<file path="src/rtl/microwave_pkg.sv">
// Shared types and constants for the microwave cooking-cycle controller.
package microwave_pkg;

  typedef enum logic [1:0] {
    IDLE    = 2'd0,
    COOKING = 2'd1,
    PAUSED  = 2'd2,
    DONE    = 2'd3
  } state_e;

  localparam int TICK_DIV_DEFAULT  = 50_000_000;
  localparam int BEEP_SECS_DEFAULT = 3;
  localparam logic [3:0] BCD_MAX   = 4'd9;

  function automatic logic is_bcd(input logic [3:0] digit);
    return (digit <= BCD_MAX);
  endfunction

endpackage

</file>
<file path="src/rtl/microwave_ctrl_if.sv">
// Keypad, button, door and timer signals of the microwave controller.
// The beep wire exists only when MICROWAVE_BEEP_EN is defined.
interface microwave_ctrl_if;
  logic [3:0] key_digit;
  logic       key_valid;
  logic       start;
  logic       stop;
  logic       door_closed;
  logic       timer_zero;
  logic [3:0] timer_data;
  logic       timer_loadn;
  logic       timer_clearn;
  logic       timer_en;
  logic       mag_on;
  logic       done;
`ifdef MICROWAVE_BEEP_EN
  logic       beep;

  modport master (output key_digit, key_valid, start, stop, door_closed, timer_zero,
                  input  timer_data, timer_loadn, timer_clearn, timer_en, mag_on, done, beep);
  modport slave  (input  key_digit, key_valid, start, stop, door_closed, timer_zero,
                  output timer_data, timer_loadn, timer_clearn, timer_en, mag_on, done, beep);
`else
  modport master (output key_digit, key_valid, start, stop, door_closed, timer_zero,
                  input  timer_data, timer_loadn, timer_clearn, timer_en, mag_on, done);
  modport slave  (input  key_digit, key_valid, start, stop, door_closed, timer_zero,
                  output timer_data, timer_loadn, timer_clearn, timer_en, mag_on, done);
`endif
endinterface

</file>
<file path="src/rtl/tick_prescaler.sv">
// Divides the clock down to a one-cycle tick every TICK_DIV running cycles.
module tick_prescaler #(
  parameter int TICK_DIV = 4
) (
  input  logic clock,
  input  logic clearn,
  input  logic run,
  input  logic restart,
  output logic tick
);

  localparam int W = (TICK_DIV > 1) ? $clog2(TICK_DIV) : 1;
  localparam logic [W-1:0] LAST = W'(TICK_DIV - 1);

  logic [W-1:0] count_q, count_d;

  assign tick = run & (count_q == LAST);

  // Next count: restart wins, wrap on tick, hold while not running.
  always_comb begin
    count_d = count_q;
    if (restart) begin
      count_d = {W{1'b0}};
    end else if (tick) begin
      count_d = {W{1'b0}};
    end else if (run) begin
      count_d = count_q + 1'b1;
    end else begin
      count_d = count_q;
    end
  end

  // Count register.
  always_ff @(posedge clock) begin
    if (!clearn) begin
      count_q <= {W{1'b0}};
    end else begin
      count_q <= count_d;
    end
  end

endmodule

</file>
<file path="src/rtl/microwave_ctrl.sv">
// Cooking-cycle controller: keypad loads, 1 Hz countdown enable, magnetron drive.
// Define MICROWAVE_BEEP_EN to add the buzzer and the self-timed DONE exit.
module microwave_ctrl
  import microwave_pkg::*;
#(
  parameter int TICK_DIV  = TICK_DIV_DEFAULT,
  parameter int BEEP_SECS = BEEP_SECS_DEFAULT
) (
  input logic             clock,
  input logic             clearn,
  microwave_ctrl_if.slave bus
);

  if (TICK_DIV < 2) begin : g_bad_tick_div
    $error("TICK_DIV must be at least 2");
  end
  if (BEEP_SECS < 1) begin : g_bad_beep_secs
    $error("BEEP_SECS must be at least 1");
  end

  state_e     state_q, state_d;
  logic       start_prev_q, stop_prev_q;
  logic [3:0] timer_data_q, timer_data_d;
  logic       timer_loadn_q, timer_loadn_d;
  logic       timer_clearn_q, timer_clearn_d;
  logic       timer_en_q, timer_en_d;
  logic       mag_on_q, mag_on_d;
  logic       done_q, done_d;

  logic start_edge_s, stop_edge_s, door_open_s, key_ok_s, start_go_s;
  logic cook_stay_s, cook_done_s, run_s, restart_s, tick_s;

  assign start_edge_s = bus.start & ~start_prev_q;
  assign stop_edge_s  = bus.stop & ~stop_prev_q;
  assign door_open_s  = ~bus.door_closed;
  assign key_ok_s     = bus.key_valid & is_bcd(bus.key_digit);
  assign start_go_s   = start_edge_s & bus.door_closed & ~bus.timer_zero;

  // The prescaler only advances on cycles that stay in COOKING, so a pause holds it exactly.
  assign cook_stay_s = (state_q == COOKING) & ~stop_edge_s & ~door_open_s & ~bus.timer_zero;
  assign cook_done_s = (state_q == COOKING) & ~stop_edge_s & ~door_open_s & bus.timer_zero;
  assign restart_s   = ((state_q == IDLE) & ~stop_edge_s & start_go_s) | cook_done_s;

`ifdef MICROWAVE_BEEP_EN
  localparam int SECS_W = $clog2(BEEP_SECS + 1);
  localparam logic [SECS_W-1:0] SECS_LAST = SECS_W'(BEEP_SECS - 1);
  logic [SECS_W-1:0] secs_q, secs_d;
  logic              beep_q, beep_d;
  assign run_s    = cook_stay_s | (state_q == DONE);
  assign bus.beep = beep_q;
`else
  assign run_s = cook_stay_s;
`endif

  tick_prescaler #(.TICK_DIV(TICK_DIV)) u_prescaler (
    .clock   (clock),
    .clearn  (clearn),
    .run     (run_s),
    .restart (restart_s),
    .tick    (tick_s)
  );

  // Next state and next registered outputs.
  always_comb begin
    state_d        = state_q;
    timer_data_d   = timer_data_q;
    timer_loadn_d  = 1'b1;
    timer_clearn_d = 1'b1;
`ifdef MICROWAVE_BEEP_EN
    secs_d         = secs_q;
`endif
    case (state_q)
      IDLE: begin
        if (stop_edge_s) begin
          timer_clearn_d = 1'b0;
        end else if (start_go_s) begin
          state_d = COOKING;
        end else if (key_ok_s) begin
          timer_data_d  = bus.key_digit;
          timer_loadn_d = 1'b0;
        end else begin
          state_d = IDLE;
        end
      end
      COOKING: begin
        if (stop_edge_s || door_open_s) begin
          state_d = PAUSED;
        end else if (bus.timer_zero) begin
          state_d = DONE;
`ifdef MICROWAVE_BEEP_EN
          secs_d  = {SECS_W{1'b0}};
`endif
        end else begin
          state_d = COOKING;
        end
      end
      PAUSED: begin
        if (stop_edge_s) begin
          state_d        = IDLE;
          timer_clearn_d = 1'b0;
        end else if (start_edge_s && bus.door_closed) begin
          state_d = COOKING;
        end else begin
          state_d = PAUSED;
        end
      end
      DONE: begin
        if (stop_edge_s || door_open_s) begin
          state_d = IDLE;
`ifdef MICROWAVE_BEEP_EN
        end else if (tick_s) begin
          if (secs_q == SECS_LAST) begin
            state_d = IDLE;
          end else begin
            secs_d = secs_q + 1'b1;
          end
`endif
        end else begin
          state_d = DONE;
        end
      end
      default: begin
        state_d = IDLE;
      end
    endcase
    timer_en_d = tick_s & cook_stay_s;
    mag_on_d   = (state_d == COOKING);
    done_d     = (state_d == DONE);
`ifdef MICROWAVE_BEEP_EN
    beep_d     = (state_d == DONE);
`endif
  end

  // State, edge-detector and output registers.
  always_ff @(posedge clock) begin
    if (!clearn) begin
      state_q        <= IDLE;
      start_prev_q   <= 1'b1;
      stop_prev_q    <= 1'b1;
      timer_data_q   <= 4'd0;
      timer_loadn_q  <= 1'b1;
      timer_clearn_q <= 1'b0;
      timer_en_q     <= 1'b0;
      mag_on_q       <= 1'b0;
      done_q         <= 1'b0;
`ifdef MICROWAVE_BEEP_EN
      secs_q         <= {SECS_W{1'b0}};
      beep_q         <= 1'b0;
`endif
    end else begin
      state_q        <= state_d;
      start_prev_q   <= bus.start;
      stop_prev_q    <= bus.stop;
      timer_data_q   <= timer_data_d;
      timer_loadn_q  <= timer_loadn_d;
      timer_clearn_q <= timer_clearn_d;
      timer_en_q     <= timer_en_d;
      mag_on_q       <= mag_on_d;
      done_q         <= done_d;
`ifdef MICROWAVE_BEEP_EN
      secs_q         <= secs_d;
      beep_q         <= beep_d;
`endif
    end
  end

  assign bus.timer_data   = timer_data_q;
  assign bus.timer_loadn  = timer_loadn_q;
  assign bus.timer_clearn = timer_clearn_q;
  assign bus.timer_en     = timer_en_q;
  assign bus.mag_on       = mag_on_q;
  assign bus.done         = done_q;

endmodule
</file>
<file path="src/flat_wrapper.sv">
// flat-port wrapper written by rule: the top's interface ports become plain ports
module microwave_ctrl_flat import microwave_pkg::*;
#(
  parameter int TICK_DIV  = TICK_DIV_DEFAULT,
  parameter int BEEP_SECS = BEEP_SECS_DEFAULT
)
  (clock, clearn, bus_key_digit, bus_key_valid, bus_start, bus_stop, bus_door_closed, bus_timer_zero, bus_timer_data, bus_timer_loadn, bus_timer_clearn, bus_timer_en, bus_mag_on, bus_done);
  microwave_ctrl_if bus_i ();
  input logic clock;
  input logic clearn;
  input wire logic [$bits(bus_i.key_digit)-1:0] bus_key_digit;
  input wire logic [$bits(bus_i.key_valid)-1:0] bus_key_valid;
  input wire logic [$bits(bus_i.start)-1:0] bus_start;
  input wire logic [$bits(bus_i.stop)-1:0] bus_stop;
  input wire logic [$bits(bus_i.door_closed)-1:0] bus_door_closed;
  input wire logic [$bits(bus_i.timer_zero)-1:0] bus_timer_zero;
  output wire logic [$bits(bus_i.timer_data)-1:0] bus_timer_data;
  output wire logic [$bits(bus_i.timer_loadn)-1:0] bus_timer_loadn;
  output wire logic [$bits(bus_i.timer_clearn)-1:0] bus_timer_clearn;
  output wire logic [$bits(bus_i.timer_en)-1:0] bus_timer_en;
  output wire logic [$bits(bus_i.mag_on)-1:0] bus_mag_on;
  output wire logic [$bits(bus_i.done)-1:0] bus_done;
  assign bus_i.key_digit = bus_key_digit;
  assign bus_i.key_valid = bus_key_valid;
  assign bus_i.start = bus_start;
  assign bus_i.stop = bus_stop;
  assign bus_i.door_closed = bus_door_closed;
  assign bus_i.timer_zero = bus_timer_zero;
  assign bus_timer_data = bus_i.timer_data;
  assign bus_timer_loadn = bus_i.timer_loadn;
  assign bus_timer_clearn = bus_i.timer_clearn;
  assign bus_timer_en = bus_i.timer_en;
  assign bus_mag_on = bus_i.mag_on;
  assign bus_done = bus_i.done;
  microwave_ctrl #(.TICK_DIV(TICK_DIV), .BEEP_SECS(BEEP_SECS)) u_core (.clock(clock), .clearn(clearn), .bus(bus_i));
endmodule
</file>
<file path="config.mk">
export PLATFORM = sky130hd
export DESIGN_NAME = microwave_ctrl_flat
export DESIGN_NICKNAME = d
export VERILOG_FILES = /design/src/rtl/microwave_pkg.sv /design/src/rtl/microwave_ctrl_if.sv /design/src/rtl/tick_prescaler.sv /design/src/rtl/microwave_ctrl.sv /design/src/flat_wrapper.sv
export SDC_FILE = /design/constraint.sdc
export NUM_CORES = 1
export LEC_CHECK = 0
export CORE_ASPECT_RATIO = 1.75
export CORE_MARGIN = 1.5
export CORE_UTILIZATION = 25
export CTS_CLUSTER_DIAMETER = 50
export DETAILED_ROUTE_END_ITERATION = 8
export GPL_TIMING_DRIVEN = 0
export PLACE_DENSITY = 0.53
export SLEW_MARGIN = 20
export SYNTH_ARGS = -nofsm -noshare
export SYNTH_HDL_FRONTEND = slang
export SYNTH_HIERARCHICAL = 1
export SYNTH_SLANG_ARGS = --single-unit
</file>
<file path="constraint.sdc">
create_clock -name clock -period 7 [get_ports clock]
set_clock_uncertainty 0.1 [all_clocks]
set_input_delay 1.75 -clock clock [delete_from_list [all_inputs] [get_ports clock]]
set_output_delay 1.75 -clock clock [all_outputs]
set_load 0.005 [all_outputs]
</file>
## Word-level counts from Yosys, hierarchy flattened

Index checks and enable logic that the tools add are counted.

| storage, ports and cells | value |
|---|---|
| bits in registers | 39 |
| output and inout port bits | 9 |
| input bits | 11 |
| logic and storage cells | 59 |

| operators by class | value |
|---|---|
| add/sub/neg operators | 1 |
| eq/ne operators | 6 |
| reduce and logical (&&, ||, !) cells | 7 |
| $lt $le $gt $ge | 1 |
| muxes and demuxes | 12 |
| bitwise operators | 22 |

Operator list:

| operator | number |
|---|---|
| $add A26 B1 Y26 const B | 1 |
| $eq A26 B26 Y1 const B | 1 |
| $mux W2 | 8 |
| $and A1 B1 Y1 | 13 |
| $not A1 Y1 | 8 |
| $pmux W2 S4 | 1 |
| $eq A2 B2 Y1 const B | 3 |
| $eq A2 B1 Y1 const B | 2 |
| $le A4 B4 Y1 const B | 1 |
| $reduce_and A4 Y1 | 1 |
| $reduce_or A4 Y1 | 1 |
| $mux W1 | 3 |
| $reduce_or A3 Y1 | 1 |
| $logic_not A2 Y1 | 1 |
| $reduce_or A2 Y1 | 1 |
| $logic_and A1 B1 Y1 | 1 |
| $logic_or A1 B1 Y1 | 1 |
| $or A1 B1 Y1 | 1 |

## Logic depth before layout (Yosys ltp)

| depth | value |
|---|---|
| depth after elaboration | 8 |
| gate-level depth with buffers | 8 |
| depth with buffers taken out | 7 |

## By module

Netlist, hierarchy kept.

Modules (own cells, without submodules):

| module | cells each | area an instance (um^2) | seq. area each (um^2) | instances |
|---|---|---|---|---|
| tick_prescaler | 142 | 1365.1 | 520.5 | 1 |
| microwave_ctrl | 57 | 550.5 | 260.2 | 1 |

## Least setup slack after synthesis

No wires, ideal clock.

| path | value |
|---|---|
| kind | input -> register |
| start | input bus_stop |
| end | register u_core.u_prescaler.count_q[18] |
| buffers on the path | 1 |
| stages on the path | 8 |
| setup time | 0.125 ns |
| data required time | 6.775 ns |
| arrival | 3.861 ns |
| slack | 2.914 ns |
| cell sequence | nand2b_1 nand2_1 nor4b_1 and3_2 nand3_2 o311ai_4 buf_6 a21oi_1 |

| between the ends | value |
|---|---|
| longest elaborated chain between the ends | 7 |
| elaborated cells between the ends (all ways) | 11 |
| classes of those cells | bitwise (10); reduce/logical (1) |

RTL lines:

| what | line | text |
|---|---|---|
| from (decl) | flat_wrapper.sv:14 | `input wire logic [$bits(bus_i.stop)-1:0] bus_stop;` |
| $and A1 B1 Y1 (*) | microwave_ctrl.sv:34 | `assign stop_edge_s = bus.stop & ~stop_prev_q;` |
| $not A1 Y1 (*) | microwave_ctrl.sv:40 | `assign cook_stay_s = (state_q == COOKING) & ~stop_edge_s & ~door_open_s & ~bus.timer_zero;` |
| $and A1 B1 Y1 (*) (3 in series) | microwave_ctrl.sv:40 |  |
| via u_core.cook_stay_s | microwave_ctrl.sv:31 | `logic cook_stay_s, cook_done_s, run_s, restart_s, tick_s;` |
| $and A1 B1 Y1 | tick_prescaler.sv:17 | `assign tick = run & (count_q == LAST);` |
| $reduce_or A3 Y1 (no source line) | -- |  |
| to (signal assigned) | tick_prescaler.sv:36 | `count_q <= {W{1'b0}};` |
| to (signal assigned) | tick_prescaler.sv:38 | `count_q <= count_d;` |
| to (decl) | tick_prescaler.sv:15 | `logic [W-1:0] count_q, count_d;` |

The timed path passes the listed nets; every way through them passes the cells marked *.
A chain may end at the register's enable or synchronous reset.

## Final worst setup path

| path | value |
|---|---|
| start | input bus_door_closed |
| end | register u_core.u_prescaler.count_q[18] |

| between the ends | value |
|---|---|
| elaborated cells between the ends (all ways) | 9 |
| classes of those cells | bitwise (8); reduce/logical (1) |

RTL lines:

| what | line | text |
|---|---|---|
| from (decl) | flat_wrapper.sv:15 | `input wire logic [$bits(bus_i.door_closed)-1:0] bus_door_closed;` |
| $and A1 B1 Y1 (*) (2 in series) | microwave_ctrl.sv:40 |  |
| via u_core.cook_stay_s | microwave_ctrl.sv:31 |  |
| $and A1 B1 Y1 | tick_prescaler.sv:17 |  |
| $reduce_or A3 Y1 (no source line) | -- |  |

Marks and branches as above.

==> results.txt <==
status - finished clean
post-synthesis sequential area ratio - 40.8%
hold_sp - u_core/bus.timer_data[0]
Placer Congestion - 0.726
Slew @ Worst Pin - 0.738 ns
Die W - 69.2 µm
# DRC - 0
RSZ-0062 raised after global routing - no
Die Ht - 119 µm
drt pass-1 iters - 5
Yosys cell types - 51
Area growth syn-to-layout - 22.7%
post-cts sizing count - 0
TritonCTS clock tree - yes
Final #Nets - 237
Slew headroom - 50.7%
Peak Freq - 225 MHz
Required @ worst endpoint - 7.07 ns
CTS clk-pin slew, worst paths - 0.06 ns
Core ar. - 7510 µm²
crit end category - flip-flop
fillers - 789
critical path fanouts, max - 10
IO buf count - 19
CTS Sinks - 39
Final WS setup - 2.55 ns
Pwr per Cell Area - 199 nW/µm²
Design Area, Final - 2350 µm²
final WL - 4370 µm
antenna violations before repair - 0
CTS Buf Count - 5
Syn Area/Cell - 9.63 µm²
via/cell ratio - 4.92
Synth area leaders - dfxtp_1 (41%), nand4_4 (4.4%), xnor2_1 (3.7%), nand2_1 (3.5%), o31ai_1 (3.5%)
DP HPWL - 3290 µm
Design Power - 0.467 mW
Cell Chain, Critical Path - clkdlybuf4s50_1 > nand2_1 > nor4b_2 > and3_2 > nand3_2 > o311ai_4 > buf_6 > a21oi_1
Final setup viols - 0
Largest stage delay, worst path - 0.67 ns
Iteration-0 DRC Markers - 48
antenna cells - 0
critical path class - in -> reg
total gr overflow - 0
vias in the first global route - 1555
final period demand of the worst path - 4.45 ns
LEAKAGE - 0.835 nW
cts hold-fix bufs - 0
hold_ws - 0.360 ns
slowest cell on the critical path - nor4b_2
clk_lat worst skew - 0.28 ns
Placement Rows - 42
FF+latch count, synth - 39
largest net degree at the start of global routing - 11
Area after DPL - 2220 µm²
DR vias - 1535
Primary FF master, synth - dfxtp_1
Final Hold Fails - 0
Yosys warnings - 6
worst min path class - reg -> reg
post-synth top area share - 40.8%
Crit Reg-Reg Startpoint - u_core/stop_prev_q
asr flop ratio synth - 0%
Max Buffers Root-to-Sink - 2
clock root buffer master - clkbuf_16
global-route wire length before repair - 7560 µm
Starting Density - 25.5%
Place WS - 2.24 ns
Slew Viols, Final - 0
num ports - 20
mean routed wirelength per cell - 14.0 µm
die area - 8220 µm²
Synth Instances - 199
Post-CTS Setup Bufs - 0
Post-Syn Nets - 211
largest area contributor in the netlist - dfxtp_1
Max-Cap Viols - 0
critical path startpoint category - primary input
Netlist Area Pre-Place - 1920 µm²
DRT antenna net count - 0
GRT Total Usage - 11.6%
Post-synth EDFFs - 0
CP startpoint - bus_door_closed
final worst path period share - 63.5%
H-Tree Level Count - 2
share of cells above drive strength 1 - 14.7%
sum of negative setup slack - 0 ns
Max VDD drop - 0.0825 mV
CP arrival - 4.51 ns
==> power by group <==
part           internal, mW  switching, mW  total, mW  leakage, nW
clock network         0.128         0.0851      0.213       0.0628
logic                0.0151         0.0129     0.0280        0.456
registers             0.225        0.00127      0.226        0.316
==> registers in the layout, summed over array words and instances, names as in the netlist <==
signal                      cells
u_core/start_prev_q             1
u_core/bus.done                 1
u_core/bus.mag_on               1
u_core/u_prescaler/count_q     26
u_core/bus.timer_loadn          1
u_core/bus.timer_en             1
u_core/bus.timer_clearn         1
u_core/bus.timer_data           4
u_core/state_q                  2
u_core/stop_prev_q              1
==> placed cells by master (no fill, tap or decap), types with 3 or more instances in the layout <==
cell,netlist,final
nand3_1,5,5
xnor2_1,8,8
nor2_1,14,14
clkbuf_16,0,5
nand4_4,4,4
clkdlybuf4s50_1,0,19
a21oi_1,12,12
mux2i_1,5,5
buf_6,3,3
nor3_1,4,4
or3_1,3,3
xor2_1,3,3
and3_1,4,4
nand2b_1,4,4
nand2_1,18,18
o31ai_1,9,9
inv_1,6,6
dfxtp_1,39,39
or4_1,7,7
nand4_1,5,5
o21ai_0,6,6
==> per-stage QoR <==
step | instances | utilization [%]
final | 312 | 31.3
after floorplan | 199 | -
after global routing | 312 | 31.3
after global placement | 306 | 29.5
after detailed placement | 306 | 29.6
after CTS | 312 | 31.3
==> layer usage <==
metal | vias up | global-route usage (%) | wire length, µm
met5 | - | 0 | 0
met4 | 0 | 6.62 | 96
met3 | 7 | 2.56 | 158
met2 | 30 | 22.5 | 2460
met1 | 716 | 10.8 | 1660
li1 | 782 | - | -
==> synthesized netlist by cell type (5+ instances only) <==
| master | count |
|---|---|
| o21ai_0 | 6 |
| mux2i_1 | 5 |
| nand4_1 | 5 |
| nor2_1 | 14 |
| o31ai_1 | 9 |
| dfxtp_1 | 39 |
| nand3_1 | 5 |
| or4_1 | 7 |
| a21oi_1 | 12 |
| nand2_1 | 18 |
| inv_1 | 6 |
| xnor2_1 | 8 |
==> cell type report <==
type	count	area, µm²	share of cell area [%]
buffer	6	50.0	2.13
inverter	6	22.5	0.958
sequential	39	781	33.2
timing repair buffer	19	190	8.09
clock buffer	6	129	5.48
tap	88	110	4.68
multi-input combinational	148	1070	45.4
==> worst max-delay path: cells and delay by family <==
kind	cells	cell delay, ns
and+or+nand+nor	4	1.37
AOI/OAI and AO/OA	2	0.56
buffers and inverters	2	0.82
==> logic make-up (layout without fill, tap and decap cells) <==
kind of cell	after synthesis	count (layout)	share of synthesized area (%)
AO/OA/AOI/OAI	38	38	13.9
XOR/XNOR	11	11	5.03
adder cells (fa/ha/maj)	1	1	0.653
buffers and inverters	12	37	3.79
flip-flops	39	39	40.8
multiplexers	5	5	2.61
AND/OR/NAND/NOR	93	93	33.2
==> final timing paths <==
check	to	slack, ns	cells after the start
min reg2reg	u_core/bus.timer_data[0]	0.36	2
max	u_core/u_prescaler/count_q[18]	2.55	8
min	u_core/bus.timer_data[0]	0.36	2
max reg2reg	u_core/u_prescaler/count_q[18]	4.15	8
No activity file was read; power rests on OpenSTA's default activity.
